--- src/rtl/note_lane_engine.sv ---
// note_lane_engine: four-lane falling-note tracker with PS/2 key judging.
// Each lane holds at most one note. Notes advance on frame_tick, are missed
// at the bottom of the screen, and are hit by a key press inside the window.
//
// keyState | meaning
// ---------+---------------------------------------------
// IDLE     | expecting a make code or a prefix byte
// BRK      | F0 seen; next byte is a released key
// EXT      | E0 seen; extended key follows (not a lane)
// BRK_EXT  | E0 F0 seen; next byte is a released extended key
module note_lane_engine #(
  parameter int SPEED  = 1,
  parameter int HIT_Y  = 400,
  parameter int WINDOW = 16,
  parameter int BOTTOM = 480
) (
  input  logic        clk,
  input  logic        reset,
  input  logic        frame_tick,
  input  logic        spawn_valid,
  input  logic [1:0]  spawn_lane,
  output logic        spawn_ready,
  input  logic        key_valid,
  input  logic [7:0]  key_code,
  output logic [39:0] note_y,
  output logic [3:0]  note_active,
  output logic        hit_pulse,
  output logic [1:0]  hit_lane,
  output logic [3:0]  miss_mask,
  output logic [15:0] score
);

  localparam logic [10:0] SpeedW  = 11'(SPEED);
  localparam logic [10:0] WinLo   = 11'(HIT_Y - WINDOW);
  localparam logic [10:0] WinHi   = 11'(HIT_Y + WINDOW);
  localparam logic [10:0] BottomW = 11'(BOTTOM);

  typedef enum logic [1:0] {IDLE, BRK, EXT, BRK_EXT} keyState_t;

  keyState_t   keyState;
  logic [3:0]  held;
  logic        codeIsLane;
  logic [1:0]  codeLane;
  logic        makeEvt;
  logic        press;
  logic        hitNow;
  logic        spawnAccept;
  logic [9:0]  curY;
  logic [10:0] advY [4];

  assign spawn_ready = ~note_active[spawn_lane];
  assign spawnAccept = spawn_valid && spawn_ready;

  // Map the four lane scan codes onto lane indices.
  always_comb begin
    codeIsLane = 1'b1;
    codeLane   = 2'd0;
    case (key_code)
      8'h1C:   codeLane = 2'd0;
      8'h1B:   codeLane = 2'd1;
      8'h23:   codeLane = 2'd2;
      8'h2B:   codeLane = 2'd3;
      default: codeIsLane = 1'b0;
    endcase
  end

  // Press detection and hit judgement against the lane's current Y.
  always_comb begin
    makeEvt = key_valid && (keyState == IDLE) && codeIsLane;
    press   = makeEvt && !held[codeLane];
    curY    = note_y[10*codeLane +: 10];
    hitNow  = press && note_active[codeLane] &&
              ({1'b0, curY} >= WinLo) && ({1'b0, curY} <= WinHi);
  end

  // Per-lane advanced Y, widened so the bottom compare cannot wrap.
  always_comb begin
    for (int i = 0; i < 4; i++) begin
      advY[i] = {1'b0, note_y[10*i +: 10]} + SpeedW;
    end
  end

  // Scan-code decoder and held-key tracking; only moves on key_valid.
  always_ff @(posedge clk) begin
    if (reset) begin
      keyState <= IDLE;
      held     <= 4'b0;
    end else if (key_valid) begin
      case (keyState)
        IDLE: begin
          if (key_code == 8'hF0) keyState <= BRK;
          else if (key_code == 8'hE0) keyState <= EXT;
          else if (press) held[codeLane] <= 1'b1;
        end
        BRK: begin
          keyState <= IDLE;
          if (codeIsLane) held[codeLane] <= 1'b0;
        end
        EXT: begin
          keyState <= (key_code == 8'hF0) ? BRK_EXT : IDLE;
        end
        BRK_EXT: keyState <= IDLE;
        default: keyState <= IDLE;
      endcase
    end
  end

  // Lane state, hit/miss pulses and score. A hit beats a same-cycle advance;
  // spawns only land on inactive lanes, so they never collide with either.
  always_ff @(posedge clk) begin
    if (reset) begin
      note_y      <= '0;
      note_active <= '0;
      hit_pulse   <= 1'b0;
      hit_lane    <= 2'd0;
      miss_mask   <= '0;
      score       <= '0;
    end else begin
      hit_pulse <= hitNow;
      miss_mask <= '0;
      if (hitNow) begin
        hit_lane <= codeLane;
        if (score != 16'hFFFF) score <= score + 16'd1;
      end
      for (int i = 0; i < 4; i++) begin
        if (hitNow && (codeLane == 2'(i))) begin
          note_active[i]     <= 1'b0;
          note_y[10*i +: 10] <= '0;
        end else if (frame_tick && note_active[i]) begin
          if (advY[i] >= BottomW) begin
            note_active[i]     <= 1'b0;
            note_y[10*i +: 10] <= '0;
            miss_mask[i]       <= 1'b1;
          end else begin
            note_y[10*i +: 10] <= advY[i][9:0];
          end
        end else if (spawnAccept && (spawn_lane == 2'(i))) begin
          note_active[i]     <= 1'b1;
          note_y[10*i +: 10] <= '0;
        end
      end
    end
  end

endmodule

--- config.mk ---
export PLATFORM = sky130hd
export DESIGN_NAME = note_lane_engine
export DESIGN_NICKNAME = d
export VERILOG_FILES = /design/src/rtl/note_lane_engine.sv
export SDC_FILE = /design/constraint.sdc
export NUM_CORES = 1
export LEC_CHECK = 0
export CORE_ASPECT_RATIO = 2
export CORE_MARGIN = 2
export CORE_UTILIZATION = 58
export CTS_BUF_LIST = sky130_fd_sc_hd__clkbuf_8
export DETAILED_ROUTE_END_ITERATION = 10
export GPL_TIMING_DRIVEN = 0
export PLACE_DENSITY_LB_ADDON = 0.05
export SYNTH_ARGS = -nofsm -noshare
export SYNTH_HDL_FRONTEND = slang
export SYNTH_SLANG_ARGS = --single-unit
--- constraint.sdc ---
create_clock -name clk -period 4.2 [get_ports clk]
set_clock_uncertainty 0.15 [all_clocks]
set_input_delay 0.84 -clock clk [delete_from_list [all_inputs] [get_ports clk]]
set_output_delay 0.84 -clock clk [all_outputs]
set_load 0.05 [all_outputs]
# Yosys cells after proc, flatten, opt, wreduce, memory -nomap -nowiden
# Index checks and enable logic that the tools add are counted.
# word_totals
register_bits,73
inputBits,15
output_inout_bits,68
word_cells,159
# classes
n_addsub,5
multipliers,1
order_cmp,9
n_eq_ne,25
shifts,1
n_mux,47
n_bitwise,8
reduce_logical,46
# ops
operator,n
$mux W10,12
$add A10 B1 Y11 const B,4
$ge A11 B9 Y1 const B,4
$shiftx A40 B7 Y10,1
$mux W1,21
$logic_and A1 B1 Y1,20
$add A16 B1 Y16 const B,1
$eq A8 B5 Y1 const B,2
$eq A8 B6 Y1 const B,2
$eq A8 B8 Y1 const B,2
$mux W4,4
$ne A16 B16 Y1 const B,1
$eq A2 B2 Y1 const B,6
$pmux W2 S3,2
$reduce_and A2 Y1,6
$reduce_or A3 Y1,4
$ge A10 B9 Y1 const B,1
$le A10 B9 Y1 const B,1
$reduce_bool A2 Y1,5
$reduce_or A2 Y1,5
$ne A2 B1 Y1 const B,4
$ne A2 B2 Y1 const B,4
$pmux W4 S2,1
$bmux W1 S2,3
15 further kinds,26

# Logic depth before layout (Yosys ltp)
# Gate-level depths: netlist of the first run.
# logic_depth
word_depth,11
depth_mapped,11
mapped_depth_nobuf,8

# Worst setup path before layout of the first run
# Ideal clock, no wire load.
# synth_path
kind,input -> register
startpoint,in key_code[5]
endpoint,reg score[6]
setup_ns,0.121
t_arrival_ns,2.843
required_time_ns,3.929
path_slack_ns,1.086
cell_stages,9
n_path_buf,2
path_cell_list,buf_4 or4b_4 nor3_2 nor4_1 o32a_1 nand4b_4 buf_6 nor3_1 mux2_2
# synth_via
elab_chain_len,10
elab_cells_between_ends,22
classes_between,1 x mul; 2 x order compare; 4 x eq/ne; 1 x shift; 6 x mux; 8 x reduce/logical
# synth_lines
element,line,rtl
"start, declared",24,"input logic [7:0] key_code,"
branches (longest 8 deep; another with $ge A10 B9 Y1),-,
$logic_and A1 B1 Y1 (*),73,"({1'b0, curY} >= WinLo) && ({1'b0, curY} <= WinHi);"
$reduce_and A2 Y1 (no source line) (*),-,
"end signal, assigned",123,if (score != 16'hFFFF) score <= score + 16'd1;
"end, declared",30,output logic [15:0] score
# Mark *: on every way between the ends. The select of a mux whose other input is x is not followed.
# A chain may end at the register's enable or synchronous reset.

# Worst setup path after layout of the first run
# layout_path
startpoint,in spawn_lane[0]
endpoint,out spawn_ready
# layout_via
elab_chain_len,3
# layout_lines
element,line,rtl
"start, declared",21,"input logic [1:0] spawn_lane,"
$bmux W1 S2,51,assign spawn_ready = ~note_active[spawn_lane];
$mux W1 (implied by the code),51,
$not A1 Y1,51,
"end, declared",22,"output logic spawn_ready,"
# Every way passes these cells. The select of a mux whose other input is x is not followed.

==> results of run 1 <==
==> where the power goes <==
| part | switching, mW | leakage [nW] | internal, mW |
|---|---|---|---|
| sequential | 0.00652 | 0.588 | 0.695 |
| clock | 0.250 | 0.106 | 0.299 |
| combinational | 0.0795 | 1.13 | 0.0402 |
==> how the worst max path moves through the flow <==
stage	endpoint	slack [ns]	depth (start not counted)
floorplan	score[6]	1.09	9
global placement	score[6]	0.17	9
detailed placement	score[6]	0.16	9
CTS	spawn_ready	0.39	4
finish	spawn_ready	0.37	4
global route	spawn_ready	0.30	4
==> Yosys cell counts (7+ instances only) <==
cell,instances,area share [%]
clkbuf_1,17,1.5
nor2_1,55,5.0
or3_1,22,3.3
nand2_1,27,2.4
nand3_1,31,3.7
a31oi_1,9,1.4
nor2b_1,10,1.5
and3_1,23,3.5
nor3_1,22,2.6
dfxtp_1,73,35
a21oi_1,48,5.8
a311oi_1,7,1.5
o21ai_0,31,3.7
inv_1,14,1.3
==> cells by family (layout without fill, tap and decap cells) <==
kind of cell    Yosys count  after routing  synth area share (%)
compound gates          147            147                  23.2
mux                       7              7                  2.01
simple gates            244            244                  33.3
fa+ha+maj                 5              5                  1.50
buf+inv                  40            133                  4.35
xor+xnor                  3              3                 0.630
flops                    73             73                  35.1
==> layer usage <==
metal  track usage, %  routed length (microns)  vias up
li1                 -                        -     2147
met1             30.3                     4440     2128
met2             59.2                     6630      163
met3             6.78                      571       48
met4             16.4                      475        0
met5                0                        0        -
==> cell type report <==
cell class,count,area (sq um),share of cell area [%]
Tap cell,90,113,2.14
Buffer,26,129,2.45
Multi-Input combinational cell,406,2530,48.0
Clock buffer,11,151,2.88
Timing Repair Buffer,78,781,14.9
Clock inverter,4,43.8,0.833
Inverter,14,52.6,1.00
Sequential cell,73,1460,27.8
==> worst register-to-register path, delay by kind of cell, from the launching register on <==
family	cells	cell delay, ns
and+or+nand+nor	2	0.31
DFF	1	0.42
AOI/OAI and AO/OA	5	1.64
buffers and inverters	1	0.28
adders and majority gates	1	0.22
==> stage by stage <==
stage	setup WS [ns]	std cells	power, mW
4_1_cts	0.394	702	1.37
5_1_grt	0.299	702	1.42
6_report	0.373	702	1.37
2_1_floorplan	1.09	519	0.791
3_3_place_gp	0.170	687	0.833
3_5_place_dp	0.163	687	0.835
==> registers in the layout (all words and copies together) (netlist names), named ones only <==
signal and count:
note_active 4, note_y 40, miss_mask 4, hit_lane 2, score 16, hit_pulse 1, keyState 2
==> flow_summary.toml, run 1 <==
[run_status]
status = "finished clean"

[floorplan]
dieArea_sq_um = 7920
die_h_microns = 124
core_sq_um = 6940
fp-row-count = 43
ios = 83
initial_core_util_pct = 60.1
die_width_microns = 64.0

[global_route]
grt_remaining_overflow = 0
grt_pass1_wl_microns = 19300
grt_pass1_vias = 4231
grt_usage_pct = 31.0
grt_max_degree = 12
antenna_found_initial = 0

[critical_path]
reg2reg_depth = 9
cp_max_fo = 6
timing.rr.end = "note_y[18]"
worstPathArrival_ns = 2.84
ff2ff_setup_slack_ns = 1.02
crit_path_top_delay_cell = "clkdlybuf4s50_1"
cpLargestDelayFamily = "buffers and inverters"
crit_start = "spawn_lane[0]"
path_cells = "clkdlybuf4s50_1 -> mux4_2 -> inv_1 -> clkdlybuf4s50_1"
worstPathRequired_ns = 3.21
r2r_start = "note_y[10]"
start_kind = "primary input"
max_stage_delay_ns = 0.80
end_kind = "output port"
critPathMostFrequentCell = "clkdlybuf4s50_1"
path_buf_inv = 3
crit_type = "in2out"

[cells_and_area]
mostFrequentLayoutCells = "clkdlybuf4s50_1 (78), dfxtp_1 (73), nor2_1 (55), a21oi_1 (48)"
drive_above_1_share_pct = 6.70
n_fill_cell = 538
n_antenna_cell = 0
areaGrowthSynthToFinish_pct = 26.1
postLayoutCoreUtil_pct = 75.8
layout_commonest_cell = "clkdlybuf4s50_1"
final_cell_area_sq_um = 5260
final_nets = 628

[sta]
rsz0062_at_grt = "false"
finalHoldViolations = 0
finalSetupViolations = 0
final_max_slew_viol_count = 0
period_share_pct = 91.1
worst_pin_slew_ns = 0.988
fmax_ghz = 0.261
slew_headroom_pct = 33.6
period_needed_ns = 3.83
setup_tns_ns = 0
holdWs_ns = 0.308

[pwr]
leakage_nw = 1.83
p_per_area_nw_per_um2 = 261
ir_worst_vdd_uv = 271

[clock_network]
insertion_delay_ns = 0.35
root_buffer = "clkbuf_8"
clkTransAtPathRegs_ns = 0.07
cts_max_level = 3
cts_inserted_buffers = 9
cts_sinks = 73
cts_tree = "yes"
ctsHoldBuffers = 0
cts_buffer_depth = 2
cts-resized-gates = 0
cts_post_setup_buffers_inserted = 0

[synth]
synth_seq_cells = 73
async_reset_ff_share_pct = 0
ys_types = 72
synth.cell_area_sq_um = 4170
synthFlopType = "dfxtp_1"
synthCells = 519
synthesis.nets = 539
synth-edff-count = 0
syn_area_per_cell_sq_um = 8.03
yosysWarnings = 0
seq_area_frac_synth_pct = 35.1

[routing]
drt-wirelength-per-cell_microns = 17.3
antenna_left = 0
drtIter0Drc = 340
drtPass1Iterations = 5
viasPerCell = 6.39
drt_wl_total_microns = 12100
vias = 4486
drc = 0

[placed_design]
dpl-instance-area_sq_um = 5060
hpwl_microns = 9110
gp_congestion = 0.948
io_buffers = 78

[run]
drv_cap = 0

[worst_hold_path]
hold_depth = 2
hp-class = "reg2reg"
No activity file was read; power rests on OpenSTA's default activity.
==> run 2, diff against run 1 <==
ABC_CLOCK_PERIOD_IN_PS = 4200   (was default)
CORE_UTILIZATION = 35   (was 58)
==> flow_summary.toml, run 2 (synthesis gave the netlist of run 1 again) <==
[routing]
antenna_left = 0
vias = 4334
drt-wirelength-per-cell_microns = 17.6
drt_wl_total_microns = 13300
drtIter0Drc = 208
drc = 0
viasPerCell = 5.72
drtPass1Iterations = 4

[sta]
period_needed_ns = 3.82
finalSetupViolations = 0
setup_tns_ns = 0
final_max_slew_viol_count = 0
worst_pin_slew_ns = 1.06
rsz0062_at_grt = "false"
slew_headroom_pct = 28.5
fmax_ghz = 0.262
period_share_pct = 90.9
finalHoldViolations = 0

[placed_design]
dpl-instance-area_sq_um = 5130
io_buffers = 78
hpwl_microns = 10300
gp_congestion = 0.866

[floorplan]
initial_core_util_pct = 35.6
ios = 83
die_h_microns = 158
core_sq_um = 11700
dieArea_sq_um = 12900
fp-row-count = 56
die_width_microns = 81.2

[critical_path]
path_cells = "clkdlybuf4s50_1 -> mux4_2 -> inv_1 -> clkdlybuf4s50_1"
worstPathRequired_ns = 3.21
start_kind = "primary input"
path_buf_inv = 3
worstPathArrival_ns = 2.83
cpLargestDelayFamily = "buffers and inverters"
max_stage_delay_ns = 0.79
critPathMostFrequentCell = "clkdlybuf4s50_1"
end_kind = "output port"
crit_type = "in2out"
cp_max_fo = 6
crit_path_top_delay_cell = "clkdlybuf4s50_1"

[pwr]
p_per_area_nw_per_um2 = 274
ir_worst_vdd_uv = 136
leakage_nw = 1.84

[global_route]
grt_usage_pct = 21.2
antenna_found_initial = 0
grt_pass1_wl_microns = 20700
grt_remaining_overflow = 0
grt_pass1_vias = 4256
grt_max_degree = 13

[cells_and_area]
n_antenna_cell = 0
largest_register = "note_y"
drive_above_1_share_pct = 7.01
biggestRegsByFlops = "note_y (40), score (16)"
areaGrowthSynthToFinish_pct = 28.6
mostFrequentLayoutCells = "clkdlybuf4s50_1 (78), dfxtp_1 (73), nor2_1 (55), a21oi_1 (48)"
largest_reg_flops = 40
final_cell_area_sq_um = 5360
layout_commonest_cell = "clkdlybuf4s50_1"
final_nets = 628

[clock_network]
cts-resized-gates = 0
cts_tree = "yes"
cts_post_setup_buffers_inserted = 0
cts_sinks = 73
ctsHoldBuffers = 0
insertion_delay_ns = 0.37
cts_max_level = 3
clkTransAtPathRegs_ns = 0.07
cts_inserted_buffers = 9
cts_buffer_depth = 2
root_buffer = "clkbuf_8"

[run]
drv_cap = 0

[worst_hold_path]
hp-class = "reg2reg"

[run_status]
status = "finished clean"
## run 2: cell count changes in the layout (fill, tap and decap cells not counted), sizes merged
cell and change:
inv -1, clkinvlp +1, bufinv +1
## run 2: area by class of cell
class / count / area [sq um]
Clock buffer: 11 / 151
Timing Repair Buffer: 78 / 781
Multi-Input combinational cell: 406 / 2530
Fill cell: 1194 / 6340
Sequential cell: 73 / 1460
Tap cell: 145 / 181
Clock inverter: 5 / 77.6
Buffer: 26 / 129
Inverter: 14 / 52.6
## run 2: layer usage
metal  part of all wire [%]  GRT usage (%)  vias up
met2                     58           42.1      106
li1                       -              -     2133
met5                      0              0        -
met4                    2.4           10.1        0
met3                    3.3           3.57       26
met1                     36           20.1     2069
## run 2: metrics by stage
step | setup slack [ns] | hold WS (ns) | cells | power, mW | utilization [%]
3_5_place_dp | 0.0638 | 0.305 | 742 | 0.838 | 43.9
2_1_floorplan | 1.09 | 0.282 | 519 | 0.791 | -
4_1_cts | 0.373 | 0.318 | 758 | 1.48 | 45.8
6_report | 0.382 | 0.313 | 758 | 1.47 | 45.8
3_3_place_gp | 0.0812 | 0.300 | 742 | 0.837 | 43.9
5_1_grt | 0.289 | 0.342 | 758 | 1.51 | 45.8
## run 2: worst reg2reg max path: cells and delay by family, from the launching register on
family / cells / cell delay, ns
buffers and inverters: 1 / 0.28
flip-flops: 1 / 0.43
AO/OA/AOI/OAI: 5 / 1.73
AND/OR/NAND/NOR: 2 / 0.33
adder cells (fa/ha/maj): 1 / 0.23
## run 2: worst paths after layout
path,startpoint,end,slack (ns),cells past startpoint
hold / removal,register,register,0.31,2
hold reg to reg,register,register,0.31,2
setup reg to reg,note_y[10],note_y[18],0.89,9
setup / recovery,spawn_lane[0],spawn_ready,0.38,4
## run 2: report_power, final
part           internal, mW  total [mW]  switching, mW
registers             0.695       0.702        0.00685
logic                0.0402       0.120         0.0798
clock network         0.365       0.646          0.281
==> run 3, diff against run 2 <==
ABC_AREA = 0   (was default)
GPL_ROUTABILITY_DRIVEN = 1   (was default)
SKIP_LAST_GASP = 1   (was default)
==> results of run 3 <==
Final layout, timing and power as in run 2 (identical DEF).
